[config.mk]
export PLATFORM = sky130hd
export DESIGN_NAME = alu_seq_muldiv
export DESIGN_NICKNAME = d
export VERILOG_FILES = /design/src/rtl/alu_pkg.sv /design/src/rtl/muldiv_iter.sv /design/src/rtl/alu_seq_muldiv.sv
export SDC_FILE = /design/constraint.sdc
export NUM_CORES = 2
export LEC_CHECK = 0
export CAP_MARGIN = 0
export CORE_MARGIN = 4
export CORE_UTILIZATION = 25
export CTS_CLUSTER_DIAMETER = 60
export CTS_CLUSTER_SIZE = 28
export DETAILED_ROUTE_END_ITERATION = 6
export PLACE_DENSITY = 0.4
export SLEW_MARGIN = 20
export SYNTH_ARGS = -nofsm -noshare
export SYNTH_HDL_FRONTEND = slang
export SYNTH_HIERARCHICAL = 1
export SYNTH_SLANG_ARGS = --single-unit
[constraint.sdc]
create_clock -name CLK -period 7.7 [get_ports CLK]
set_clock_uncertainty 0.15 [all_clocks]
set_input_delay 1.155 -clock CLK [delete_from_list [all_inputs] [get_ports CLK]]
set_output_delay 1.155 -clock CLK [all_outputs]
set_load 0.005 [all_outputs]
[src/rtl/alu_pkg.sv]
// Shared definitions for the sequential ALU and its iterative multiply/divide engine.
package alu_pkg;

    typedef logic [4:0] aluOp_t;

    // Single-cycle operations (legacy datapath encoding)
    localparam aluOp_t OpAnd   = 5'h00;
    localparam aluOp_t OpOr    = 5'h01;
    localparam aluOp_t OpAdd   = 5'h02;
    localparam aluOp_t OpSll   = 5'h03;
    localparam aluOp_t OpSrl   = 5'h04;
    localparam aluOp_t OpSub   = 5'h06;
    localparam aluOp_t OpSlt   = 5'h07;
    localparam aluOp_t OpAddu  = 5'h08;
    localparam aluOp_t OpSubu  = 5'h09;
    localparam aluOp_t OpXor   = 5'h0A;
    localparam aluOp_t OpSltu  = 5'h0B;
    localparam aluOp_t OpNor   = 5'h0C;
    localparam aluOp_t OpSra   = 5'h0D;
    localparam aluOp_t OpLui   = 5'h0E;

    // Iterative and HI/LO operations
    localparam aluOp_t OpMult  = 5'h10;
    localparam aluOp_t OpMultu = 5'h11;
    localparam aluOp_t OpDiv   = 5'h12;
    localparam aluOp_t OpDivu  = 5'h13;
    localparam aluOp_t OpMfhi  = 5'h14;
    localparam aluOp_t OpMflo  = 5'h15;
    localparam aluOp_t OpMthi  = 5'h16;
    localparam aluOp_t OpMtlo  = 5'h17;

    typedef enum logic [0:0] {
        IDLE = 1'b0,
        RUN  = 1'b1
    } mdState_e;

    // MULT/MULTU/DIV/DIVU run on the multi-cycle engine; everything else completes in one edge.
    function automatic logic is_iterative(input aluOp_t op);
        return (op == OpMult) || (op == OpMultu) || (op == OpDiv) || (op == OpDivu);
    endfunction

endpackage

[src/rtl/muldiv_iter.sv]
// Iterative 1-bit-per-cycle engine: shift-add multiply and restoring divide.
// op[1] selects divide, op[0] selects unsigned. Results are presented combinationally
// in the final RUN cycle (done=1) so the owner can register them on that edge.
module muldiv_iter
    import alu_pkg::*;
#(
    parameter int unsigned N = 32
) (
    input  logic         CLK,
    input  logic         Reset,
    input  logic         go,
    input  logic [1:0]   op,
    input  logic [N-1:0] a,
    input  logic [N-1:0] b,
    output logic         busy,
    output logic         done,
    output logic [N-1:0] hi,
    output logic [N-1:0] lo,
    output logic         divzero
);

    localparam int unsigned CntW = $clog2(N);
    localparam logic [CntW-1:0] LastCnt = CntW'(N - 1);

    mdState_e        stateQ, stateD;
    logic [CntW-1:0] cntQ, cntD;
    logic            isDivQ, isDivD;
    logic [N-1:0]    magQ, magD;          // multiplicand or divisor magnitude
    logic [2*N-1:0]  accQ, accD;          // {product hi, multiplier} or {remainder, quotient}
    logic            negResQ, negResD;    // negate product / quotient at the end
    logic            negRemQ, negRemD;    // negate remainder (dividend was negative)
    logic [N-1:0]    dividendQ, dividendD;
    logic            bZeroQ, bZeroD;

    logic         aNeg, bNeg;
    logic [N-1:0] aMag, bMag;
    logic [N-1:0] mulAdd;
    logic [N:0]   mulSum, divShift, divDiff;
    logic [2*N-1:0] prod;
    logic [N-1:0] quot, rem;

    assign aNeg = ~op[0] & a[N-1];
    assign bNeg = ~op[0] & b[N-1];
    assign aMag = aNeg ? -a : a;
    assign bMag = bNeg ? -b : b;

    // One step of the shift-add and restoring-divide datapaths.
    always_comb begin
        mulAdd   = accQ[0] ? magQ : '0;
        mulSum   = {1'b0, accQ[2*N-1:N]} + {1'b0, mulAdd};
        divShift = {accQ[2*N-1:N], accQ[N-1]};
        divDiff  = divShift - {1'b0, magQ};
    end

    // Next-state logic: latch operands on go, then iterate N times.
    always_comb begin
        stateD    = stateQ;
        cntD      = cntQ;
        isDivD    = isDivQ;
        magD      = magQ;
        accD      = accQ;
        negResD   = negResQ;
        negRemD   = negRemQ;
        dividendD = dividendQ;
        bZeroD    = bZeroQ;
        done      = 1'b0;
        unique case (stateQ)
            IDLE: begin
                cntD = '0;
                if (go) begin
                    stateD    = RUN;
                    isDivD    = op[1];
                    negResD   = aNeg ^ bNeg;
                    negRemD   = aNeg;
                    dividendD = a;
                    bZeroD    = (b == '0);
                    magD      = op[1] ? bMag : aMag;
                    accD      = {{N{1'b0}}, (op[1] ? aMag : bMag)};
                end
            end
            RUN: begin
                cntD = cntQ + 1'b1;
                if (isDivQ) begin
                    // Borrow out of the trial subtraction means restore (quotient bit 0).
                    accD = divDiff[N] ? {divShift[N-1:0], accQ[N-2:0], 1'b0}
                                      : {divDiff[N-1:0], accQ[N-2:0], 1'b1};
                end else begin
                    accD = {mulSum, accQ[N-1:1]};
                end
                if (cntQ == LastCnt) begin
                    stateD = IDLE;
                    cntD   = '0;
                    done   = 1'b1;
                end
            end
            default: stateD = IDLE;
        endcase
    end

    // Final sign fix-up and divide-by-zero override, taken from the last step's value.
    always_comb begin
        prod = negResQ ? -accD : accD;
        quot = negResQ ? -accD[N-1:0] : accD[N-1:0];
        rem  = negRemQ ? -accD[2*N-1:N] : accD[2*N-1:N];
        if (!isDivQ) begin
            hi = prod[2*N-1:N];
            lo = prod[N-1:0];
        end else if (bZeroQ) begin
            hi = dividendQ;
            lo = '1;
        end else begin
            hi = rem;
            lo = quot;
        end
    end

    assign busy    = (stateQ == RUN);
    assign divzero = isDivQ & bZeroQ;

    // State and datapath registers; reset abandons any operation in flight.
    always_ff @(posedge CLK) begin
        if (Reset) begin
            stateQ    <= IDLE;
            cntQ      <= '0;
            isDivQ    <= 1'b0;
            magQ      <= '0;
            accQ      <= '0;
            negResQ   <= 1'b0;
            negRemQ   <= 1'b0;
            dividendQ <= '0;
            bZeroQ    <= 1'b0;
        end else begin
            stateQ    <= stateD;
            cntQ      <= cntD;
            isDivQ    <= isDivD;
            magQ      <= magD;
            accQ      <= accD;
            negResQ   <= negResD;
            negRemQ   <= negRemD;
            dividendQ <= dividendD;
            bZeroQ    <= bZeroD;
        end
    end

endmodule

[src/rtl/alu_seq_muldiv.sv]
// Registered ALU with Start/Done handshake, HI/LO registers and an iterative mul/div engine.
module alu_seq_muldiv
    import alu_pkg::*;
#(
    parameter int unsigned N   = 32,
    parameter int unsigned SHW = $clog2(N)
) (
    input  logic         CLK,
    input  logic         Reset,
    input  logic         Start,
    input  logic [4:0]   ALUCtrl,
    input  logic [N-1:0] BusA,
    input  logic [N-1:0] BusB,
    output logic [N-1:0] BusW,
    output logic         Zero,
    output logic         Busy,
    output logic         Done,
    output logic         DivZero
);

    logic [N-1:0]   busWQ, busWD;
    logic           zeroQ, zeroD;
    logic           doneQ, doneD;
    logic           divZeroQ, divZeroD;
    logic [N-1:0]   hiQ, hiD;
    logic [N-1:0]   loQ, loD;

    logic [N-1:0]   result;
    logic [SHW-1:0] shamt;
    logic           accept, iterOp;
    logic           engBusy, engDone, engDivZero;
    logic [N-1:0]   engHi, engLo;

    assign shamt  = BusB[SHW-1:0];
    assign iterOp = is_iterative(ALUCtrl);
    assign accept = Start & ~engBusy;

    muldiv_iter #(
        .N(N)
    ) uMulDiv (
        .CLK     (CLK),
        .Reset   (Reset),
        .go      (accept & iterOp),
        .op      (ALUCtrl[1:0]),
        .a       (BusA),
        .b       (BusB),
        .busy    (engBusy),
        .done    (engDone),
        .hi      (engHi),
        .lo      (engLo),
        .divzero (engDivZero)
    );

    // Single-cycle result mux; unlisted codes yield zero.
    always_comb begin
        result = '0;
        case (ALUCtrl)
            OpAnd:          result = BusA & BusB;
            OpOr:           result = BusA | BusB;
            OpAdd, OpAddu:  result = BusA + BusB;
            OpSll:          result = BusA << shamt;
            OpSrl:          result = BusA >> shamt;
            OpSub, OpSubu:  result = BusA - BusB;
            OpSlt:          result = {{(N-1){1'b0}}, ($signed(BusA) < $signed(BusB))};
            OpXor:          result = BusA ^ BusB;
            OpSltu:         result = {{(N-1){1'b0}}, (BusA < BusB)};
            OpNor:          result = ~(BusA | BusB);
            OpSra:          result = $unsigned($signed(BusA) >>> shamt);
            OpLui:          result = {BusB[N/2-1:0], {(N/2){1'b0}}};
            OpMfhi:         result = hiQ;
            OpMflo:         result = loQ;
            default:        result = '0;
        endcase
    end

    // Handshake and register updates; engine completion and a new accept never coincide.
    always_comb begin
        busWD    = busWQ;
        zeroD    = zeroQ;
        hiD      = hiQ;
        loD      = loQ;
        divZeroD = divZeroQ;
        doneD    = 1'b0;
        if (engDone) begin
            hiD      = engHi;
            loD      = engLo;
            divZeroD = engDivZero;
            doneD    = 1'b1;
        end else if (accept) begin
            divZeroD = 1'b0;
            doneD    = ~iterOp;
            if (ALUCtrl == OpMthi) begin
                hiD = BusA;
            end else if (ALUCtrl == OpMtlo) begin
                loD = BusA;
            end else if (!iterOp) begin
                busWD = result;
                zeroD = (result == '0);
            end
        end
    end

    // Output and HI/LO registers.
    always_ff @(posedge CLK) begin
        if (Reset) begin
            busWQ    <= '0;
            zeroQ    <= 1'b1;
            doneQ    <= 1'b0;
            divZeroQ <= 1'b0;
            hiQ      <= '0;
            loQ      <= '0;
        end else begin
            busWQ    <= busWD;
            zeroQ    <= zeroD;
            doneQ    <= doneD;
            divZeroQ <= divZeroD;
            hiQ      <= hiD;
            loQ      <= loD;
        end
    end

    assign BusW    = busWQ;
    assign Zero    = zeroQ;
    assign Busy    = engBusy;
    assign Done    = doneQ;
    assign DivZero = divZeroQ;

endmodule

==> results.ini <==
[grt]
grt_use_total=0.2805
grt.overflow.total=0
grt_antenna_before_repair=12
grtUsageMet3=0.06784
gr-usage-met1=0.3819
grt_max_degree=162
grt.busiest_layer=met2
grt_pass1_wl_um=267300
met2_usage=0.4150
grt_pass1_vias=33740

[route]
drt-initial-drc-count=4494
wl_um=190900
detail_route.vias_per_cell=6.035
avgRoutedWirePerCell_um=32.00
vias=36000
drcViolationCount=4
first_pass_iters=7
antenna_left=0

[synth]
ys_types=130
synth_common_cells=nor2_1, nand2_1, a21oi_1, dfxtp_1, clkbuf_1
synth_seq_cells=237
yosysTopAreaCellShare=0.1536
syn_avg_cell_area_um2=7.213
ys_warn_count=6
synthCells=4283
synth-edff-count=0
ys_async_sr_fraction=0
synth_area_leaders=dfxtp_1, ha_1, nor2_1
netlist_area_um2=30890
seq_area_frac_synth=0.1536
yosysTopAreaCell=dfxtp_1
post-synth-top-count-cell=nor2_1
syn_nets=4530
synth_ff_type=dfxtp_1

[floorplanning]
die_w_um=359.5
std_cell_rows=128
boundaryPins=108
die_h_um=359.5
start_util=0.2528
core-area_um2=122200
die-area_um2=129300

[min_path]
worstHoldStart=uMulDiv/cntQ[0]$_SDFF_PP0_
hp-class=reg2reg
hold_path_depth=1
hold_end=uMulDiv/cntQ[0]$_SDFF_PP0_

[sta]
finalSetupTns_ps=0
grt_setup_unrepaired=false
slew_violations=0
fmax_ghz=0.1423
hold_slack_ps=304.0
setup_viol=0
post-route-period-util=0.9129
min_period_ps=7029
hold_viol_final=0
tightestPinTransition_ps=1145
worst_slew_margin_rel=0.2360

[clocking]
root_buffer=clkbuf_16
htreeDepth=2
numCtsBuffers=43
cts_buffer_depth=3
clkTransAtPathRegs_ps=70
hold_buffers=0
post_cts_buffers=0
cts_sinks=237
post_cts_resized=0
tritoncts=yes
clock_latency_ps=650

[placement]
gp_congestion=1.012
port-buffer-count=107
dp_hpwl_um=147000

[job]
maxCapViolations=0

[critical_path]
worst-path-max-fanout=9
rr_worst_depth=26
crit_required_ps=8070
slowest_delay_ps=910
crit_family=simple AND/OR/NAND/NOR gates
crit_chain=clkdlybuf4s50_1 -> or4_1 -> nor4_1 -> nor3b_1 -> a31oi_1 -> xnor2_1 -> a221oi_1 -> buf_4 -> nor2_1 -> nand2_1 -> nor2_1 -> nand2_1 -> buf_4 -> o21a_1 -> mux2_2 -> o22ai_1 -> and4_1 -> mux2i_1 -> a211oi_1
r2r-start=uMulDiv/accQ[31]$_SDFF_PP0_
reg2reg_to=hiQ[30]$_SDFFE_PP0P_
crit_path_end_kind=flop
worst_path_max_delay_cell=nor4_1
reg2reg_slack_ps=910
worstPathArrival_ps=7400
cp_num_buf_inv=3
critPathKind=in2reg
worstSetupStartpointType=input pin

[power]
pwr-share-comb=0.350
power.density_nw_per_um2=146.5
power_frac_seq=0.249
leakagePower_nw=13.68
p_int_w=0.003068
irDropWorstVdd_v=0.0001583
netSwitchingFraction=0.4138
switchingPower_w=0.002166
clkPwrFrac=0.400

[status]
outcome=complete, but fails checks
violations=design-rule violations

[final_layout]
finalNetCount=4545
drive_gt1_frac=0.1179
utilization=0.2923
syn_to_final_growth_pct=15.62

## how the worst max path moves through the flow
stage,cells past startpoint,from,endpoint,slack (ps)
finish,19,BusA[21],hiQ[30]$_SDFFE_PP0P_,670
global route,26,uMulDiv/accQ[31]$_SDFF_PP0_,hiQ[30]$_SDFFE_PP0P_,660
CTS,26,uMulDiv/accQ[31]$_SDFF_PP0_,hiQ[30]$_SDFFE_PP0P_,1010
detailed placement,19,BusA[21],hiQ[30]$_SDFFE_PP0P_,500
global placement,19,BusA[21],hiQ[30]$_SDFFE_PP0P_,420
floorplan,22,ALUCtrl[4],hiQ[29]$_SDFFE_PP0P_,1790
## placed cells by master (no fill, tap or decap), types with 52 or more instances in the layout
cell type,Yosys,layout
a31oi_1,52,52
a21oi_1,331,331
mux2i_1,159,159
nor2_1,461,455
inv_1,167,167
xnor2_1,122,122
nand3_1,100,100
a211oi_1,89,89
xor2_1,66,66
dfxtp_1,237,233
nor2b_1,63,60
clkdlybuf4s50_1,0,100
nor3_1,109,107
and2_1,64,63
o21ai_0,203,203
nand2_1,455,455
ha_1,171,171
o211ai_1,60,60
nand4_1,68,68
buf_4,7,205
## cell type report
type,count,area [um^2]
repair buffers,311,2609
clock buffers,46,1087
inverters,175,656.9
diodes,7,17.52
multi-input cells,3530,24120
clock inverters,34,439.2
well taps,1625,2033
flip-flops and latches,237,4752
fillers,13420,86480
## cell families after synthesis
group	share of synthesized area
buffers and inverters	0.06849
adder cells (fa/ha/maj)	0.07217
AO/OA/AOI/OAI	0.2915
flip-flops	0.1536
AND/OR/NAND/NOR	0.2616
multiplexers	0.09878
XOR/XNOR	0.05383
## stage by stage
stage	std cells	instance area, um^2	power, W	setup slack [ps]
final	5965	35720	0.005234	670.7
after global routing	5958	35700	0.005413	663.0
after CTS	5958	35700	0.005227	1010
after detailed placement	5878	34170	0.003102	503.7
after global placement	5878	34170	0.003116	420.9
after floorplan	4283	30890	0.002333	1795
## power by group through the flow
stage	Combinational [W]	Clock (W)	Sequential, W
4_1_cts	0.00178	0.00214	0.00130
6_report	0.00183	0.00210	0.00130
3_5_place_dp	0.00177	0	0.00133
5_1_grt	0.00191	0.00219	0.00131
3_3_place_gp	0.00179	0	0.00133
2_1_floorplan	0.00102	0	0.00131
## per-layer routing
metal	vias up	share of wire
met4	0	0.055
met3	398	0.094
met1	17740	0.44
met5	-	0
li1	15870	-
met2	1987	0.42
## flip-flops by register name (all words and copies together), names as in the netlist, 5 cells and up
name and cells:
BusW 32, hiQ 32, loQ 32, uMulDiv/accQ 64
uMulDiv/cntQ 5, uMulDiv/dividendQ 32, uMulDiv/magQ 32
Power figures use the tool's default switching activity.
